File: src/rtl/multiplicador_pkg.sv
// multiplicador_pkg: FSM state encoding and default operand width shared by the multiplier
package multiplicador_pkg;
  localparam int WIDTH_DEF = 32;
  typedef enum logic [1:0] {IDLE, CALC, DONE} state_t;
endpackage

File: src/rtl/multiplicador.sv
// multiplicador: sequential unsigned shift-and-add multiplier with valid/done/ack handshake
//   clk        system clock, rising edge
//   reset      asynchronous active-low reset
//   a, b       WIDTH-bit unsigned multiplicand / multiplier, sampled on the start edge
//   valid_data start request, taken only in IDLE
//   ack        result consumed, taken only in DONE
//   producto   registered 2*WIDTH-bit product, held until the next completion
//   Done_Flag  high in DONE, result valid
//   koala      high in CALC, multiplication in progress
module multiplicador
  import multiplicador_pkg::*;
#(
  parameter int WIDTH = WIDTH_DEF
) (
  input  logic                 clk,
  input  logic                 reset,
  input  logic [WIDTH-1:0]     a,
  input  logic [WIDTH-1:0]     b,
  input  logic                 valid_data,
  input  logic                 ack,
  output logic [2*WIDTH-1:0]   producto,
  output logic                 Done_Flag,
  output logic                 koala
);
  localparam int CW = $clog2(WIDTH) + 1;
  state_t state, state_next;
  logic [2*WIDTH-1:0] mcand, acc, acc_next;
  logic [WIDTH-1:0] mlt;
  logic [CW-1:0] cnt;
  logic last;
  always_comb begin
    acc_next = acc + (mlt[0] ? mcand : '0);
    last = cnt == CW'(WIDTH - 1);
    state_next = state == IDLE ? (valid_data ? CALC : IDLE) :
                 state == CALC ? (last ? DONE : CALC) :
                 (ack ? IDLE : DONE);
  end
  always_ff @(posedge clk or negedge reset)
    if (!reset) state <= IDLE;
    else state <= state_next;
  // latency is fixed: every CALC edge is one iteration, the WIDTH-th one lands the result
  always_ff @(posedge clk or negedge reset)
    if (!reset) begin
      mcand <= '0;
      mlt <= '0;
      acc <= '0;
      cnt <= '0;
      producto <= '0;
    end else if (state == IDLE && valid_data) begin
      mcand <= {{WIDTH{1'b0}}, a};
      mlt <= b;
      acc <= '0;
      cnt <= '0;
    end else if (state == CALC) begin
      acc <= acc_next;
      mcand <= mcand << 1;
      mlt <= mlt >> 1;
      cnt <= cnt + CW'(1);
      if (last) producto <= acc_next;
    end
  assign koala = state == CALC;
  assign Done_Flag = state == DONE;
endmodule

File: config.mk
export PLATFORM = sky130hd
export DESIGN_NAME = multiplicador
export DESIGN_NICKNAME = d
export VERILOG_FILES = /design/src/rtl/multiplicador_pkg.sv /design/src/rtl/multiplicador.sv
export SDC_FILE = /design/constraint.sdc
export NUM_CORES = 1
export LEC_CHECK = 0
export CAP_MARGIN = 20
export CORE_AREA = 2 2 231 119
export DETAILED_ROUTE_END_ITERATION = 8
export DIE_AREA = 0 0 233 121
export PLACE_DENSITY_LB_ADDON = 0.25
export RECOVER_POWER = 100
export SYNTH_ARGS = -nofsm -noshare
export SYNTH_HDL_FRONTEND = slang
export SYNTH_SLANG_ARGS = --single-unit
File: constraint.sdc
create_clock -name clk -period 4.6 [get_ports clk]
set_clock_uncertainty 0.1 [all_clocks]
set_input_delay 0.92 -clock clk [delete_from_list [all_inputs] [get_ports clk]]
set_output_delay 0.92 -clock clk [all_outputs]
set_load 0.02 [all_outputs]
# Word-level counts from Yosys, hierarchy flattened
# Index checks and enable logic that the tools add are counted.
dict set report classes {
  addsub 2
  eq_ne 3
  n_mux 14
  n_bitwise 1
  n_reduce_logical 4
}
# cell count
set ops {}
lappend ops {{2-to-1 mux 64 bit} 5}
lappend ops {{adder 64 bit} 1}
lappend ops {{2-to-1 mux 32 bit} 2}
lappend ops {{2-to-1 mux 6 bit} 2}
lappend ops {{2-to-1 mux 2 bit} 4}
lappend ops {{adder 6 x 1 -> 6 bit (second input constant)} 1}
lappend ops {{equality test 6 x 5 -> 1 bit (second input constant)} 1}
lappend ops {{AND reduction 3 bit} 1}
lappend ops {{equality test 2 x 1 -> 1 bit (second input constant)} 1}
lappend ops {{equality test 2 bit (second input constant)} 1}
lappend ops {{logical NOT 2 bit} 1}
lappend ops {{nonzero test 2 bit} 1}
lappend ops {{logical AND 1 bit} 1}
lappend ops {{2-to-1 mux 1 bit} 1}
lappend ops {{inverter 1 bit} 1}
dict set report totals {
  reg_bits 232
  in_bits 68
  out_inout_bits 66
  elab_cells 30
}

# Depth between registers and ports, before layout
dict set report logic_depth {
  ltp_word 4
  depth_mapped 16
  depth_no_buf 13
}

# Least setup slack after synthesis
# Ideal clock, no wire load.
dict set report synth_path {
  path_kind {flip-flop to flip-flop}
  startpoint {reg mlt[0]}
  endpoint {reg producto[57]}
  setup_time_ns 0.125
  arrival_ns 3.310
  required_time_ns 4.375
  setup_slack_ns 1.066
  stages_incl_launch_ff 16
  n_path_buf 3
  period_less_slack_ns 3.534
  cell_sequence {dfrtp_1 > clkbuf_1 > clkbuf_1 > and2_1 > ha_1 > clkbuf_2 > nand4_1 > o221ai_1 > a21oi_2 > o21ai_2 > a21oi_2 > or4_4 > a221oi_4 > a31oi_1 > xnor2_1 > mux2_2}
}
dict set report synth_via {
  elab_chain_cells 2
}
# element line_no
set synth_rtl {}
lappend synth_rtl {{from (decl)} multiplicador.sv:28} ;# logic [WIDTH-1:0] mlt;
lappend synth_rtl {{from (signal assigned)} multiplicador.sv:57} ;# mlt <= mlt >> 1;
lappend synth_rtl {{2-to-1 mux 64 bit} multiplicador.sv:32} ;# acc_next = acc + (mlt[0] ? mcand : '0);
lappend synth_rtl {{adder 64 bit} multiplicador.sv:32}
lappend synth_rtl {{to (signal assigned)} multiplicador.sv:59} ;# if (last) producto <= acc_next;
lappend synth_rtl {{to (decl)} multiplicador.sv:21} ;# output logic [2*WIDTH-1:0] producto,
# No other way between the ends.
# A chain may end at the register's enable or synchronous reset.

# Final worst setup path
# Ends and elaborated chain as after synthesis.

==> summary.md <==
| Metric | Value |
|---|---|
| Clock Path Buffers | 3 |
| DRC viols | 0 |
| H-tree levels | 1 |
| WL/cell | 17.3 um |
| Initial antenna violation count | 0 |
| VDD IR-drop max | 0.332 mV |
| IO Port Bufs | 133 |
| Largest area contributor in the netlist | dfrtp_1 |
| Clock-pin slew on the worst setup and hold paths | 0.07 ns |
| Finish-stage setup viols | 0 |
| Area contributors post-synth | dfrtp_1 (45%), nand2_1 (9.1%), o21ai_0 (7.1%), ha_1 (6.2%), a22oi_1 (3.7%) |
| Post-synth top cells | nand2_1 (314), dfrtp_1 (232), o21ai_0 (184) |
| Fill count | 2319 |
| Final net count | 1694 |
| Simple-gate portion of the synthesized area | 19.9% |
| Post-synthesis mux area share | 1.13% |
| Post-DP HPWL | 23500 um |
| Switching Share | 44.7% |
| Hold wc startpoint | producto[49] |
| Post-CTS Setup Repair Bufs | 0 |
| Number of routed nets with antenna violations | 0 |
| Root Driver | clkbuf_16 |
| Hold Path Sink | producto[49] |
| Yosys cell types | 56 |
| Num rows | 42 |
| HP Class | reg -> reg |
| CP required | 4.91 ns |
| Worst-Skew Late Latency | 0.52 ns |
| Seq/Total Area, Yosys | 45.0% |
| M3 GR Usage | 3.52% |
| Sequential fraction of design power | 31.3% |
| Max Fclk | 0.249 GHz |
| Yosys top cell area share | 45.0% |
| Cts hold-fix bufs | 0 |
| Max Cap Violations | 4 |
| Relative slew slack | -65.9% |
| Power per Cell Area | 747 nW/um^2 |
| Setup tns final | 0 ns |
| Drt pass-1 iters | 7 |
| Drt initial violations | 936 |
| Xor and xnor area share after synthesis | 4.28% |
| Synth Area in Adders | 6.36% |
| Share of cells above drive strength 1 | 4.95% |
| Effective utilization at floorplan | 49.4% |
| CP Launch Type | register |
| Crit. Startpoint | mlt[0] |
| Most frequent cell after synthesis | nand2_1 |
| Layer carrying the most global-route usage | met2 |
| Vias per cell | 5.76 |
| Top_reg_cell synth | dfrtp_1 |
| GRT Overall Usage | 24.3% |
| Routed wire length | 33400 um |
| Critical-path maximum fanout | 20 |
| Die area | 28200 sq um |
| Placed Cells | 1889 |
| CTS tree | done |
| Failing checks | max-capacitance violations, max-slew violations |
| Total global routing overflow | 0 |
| Multi-input gate area | 6690 sq um |
| WHS Path Cells | 2 |
| Ys Warns | 0 |
| Comb pwr share | 52.6% |
| Clk pwr share | 16.1% |
| Main combinational cell family by area after synthesis | compound AO/OA/AOI/OAI gates |
| Area Overhead vs Synth | 17.9% |
| Post-CTS sizing | 0 |
| Final period utilization | 87.2% |
| Reg2reg setup slack | 0.59 ns |
| Leakage | 7.08 nW |
| # IOs | 134 |
| Slew Limit Fails | 261 |
| Global-route met1 utilization | 35.8% |
| # clock sinks | 232 |
| Met2 GRT Util | 38.4% |
| Setup crit end kind | register |
| Die height | 121 um |
| ANT cells | 0 |
| RSZ-0062 raised after global routing | false |
| Compound-Gate Fraction of Synth Area | 20.2% |
| Crit Path Class | reg -> reg |
| Standard cell core area | 26100 sq um |
| FF-to-FF Start | mlt[0] |
| Int Power | 6.29 mW |
| Worst Path Arrival | 4.32 ns |
| Largest net degree at the start of global routing | 109 |
| Syn Inst Count | 1476 |
| Post-synth EDFFs | 0 |
| Switch Pwr | 5.08 mW |
| Slew @ Worst Pin | 2.48 ns |
| R2r endpoint | producto[57] |
| Storage cell area | 5810 sq um |
| Fin. Hold Viols | 0 |
| Status | finished, violations left |
| Vias in the first global route | 10687 |
| Die width | 233 um |
| Mapped Nets | 1609 |
| #FFs+latches synth | 232 |
| Syn Area/Cell | 8.74 sq um |
| Final Wtd Congestion | 0.932 |
| DR vias | 11093 |
| Cell count of the worst reg-to-reg path | 13 |
| Synth Cell Area | 12900 sq um |
| Final std cells w/o fill | 1927 |
| Async set-or-reset flop fraction in the synthesized netlist | 100% |
| Minimum clock period | 4.01 ns |
| First-pass GRT wire length | 55600 um |
| CTS Buf Count | 22 |
==> layout make-up <==
type                    instances  area share [%]
multi-input cells            1137            44.0
flip-flops and latches        232            38.2
repair buffers                152            9.89
clock buffers                  27            4.08
well taps                     352            2.89
clock inverters                11           0.609
inverters                      16           0.403
==> worst max-delay path by stage <==
stage                         endpoint  slack (ns)
after floorplan           producto[57]        1.07
after global placement    producto[57]        0.87
after detailed placement       acc[62]        0.77
after CTS                      acc[62]        0.76
after global routing          mcand[0]        0.30
final                     producto[57]        0.59
==> critical path: stages (launching register included) <==
cell,delay [ns]
dfrtp_1,0.38
buf_4,0.20
and2_0,0.16
ha_1,0.37
o211ai_1,0.13
o211ai_1,0.27
a21oi_1,0.20
o21ai_2,0.28
a21oi_1,0.19
or4_1,0.62
a221oi_4,0.41
a31oi_1,0.16
xnor2_1,0.16
mux2_2,0.26
==> flip-flops by register name, indices dropped and copies added, names as in the netlist <==
register  flops
producto     64
mlt          32
mcand        64
state         2
cnt           6
acc          64
==> routing by layer <==
| metal | vias up | wire (um) |
|---|---|---|
| li1 | 5333 | - |
| met1 | 5448 | 16100 |
| met2 | 268 | 15200 |
| met3 | 44 | 1590 |
| met4 | 0 | 505 |
| met5 | - | 0 |
==> per-stage QoR <==
stage               area (sq um)  total power [mW]  worst slack [ns]  util [%]  hold slack [ns]
floorplan                  12900              7.67              1.07         -            0.346
global placement           14600              9.48             0.869      55.7            0.358
detailed placement         14600              9.65             0.772      55.7            0.363
CTS                        15300              11.5             0.763      58.4            0.302
global route               15200              12.3             0.299      58.3            0.398
finish                     15200              11.4             0.587      58.3            0.374
==> power by group through the flow <==
stage          Combinational, mW  Sequential [mW]  Clock (mW)
2_1_floorplan               3.94             3.73           0
3_3_place_gp                5.91             3.57           0
6_report                    5.98             3.56        1.83
4_1_cts                     6.08             3.58        1.87
5_1_grt                     6.65             3.69        1.97
3_5_place_dp                6.05             3.60           0
==> layout by cell type, fill, tap and decap left out, types with 10 or more instances in the layout <==
cell type        netlist  layout
a21oi_1               81      83
dfrtp_1              232     232
o21ai_0              184     184
nand4_1               17      17
mux2_2                13      13
a21o_1                29      29
xor2_1                24      24
nand2_1              314     313
clkbuf_16              0      23
ha_1                  64      64
o21bai_1              15      15
inv_1                 15      15
a31oi_1               10      10
nor3_1                14      14
clkdlybuf4s50_1        0      65
a22oi_1               64      64
and2_1                69      64
dlygate4sd3_1          0      67
nor2_1                39      39
buf_4                  0      10
nand3_1               72      72
xnor2_1               39      39
==> kinds of logic after synthesis <==
| logic type | count (synthesis) |
|---|---|
| adders and majority gates | 65 |
| and+or+nand+nor | 566 |
| buffers and inverters | 107 |
| DFF | 232 |
| xor gates and xnor gates | 63 |
| AOI/OAI and AO/OA | 430 |
| muxes | 13 |
(Power assumes the default switching activity.)
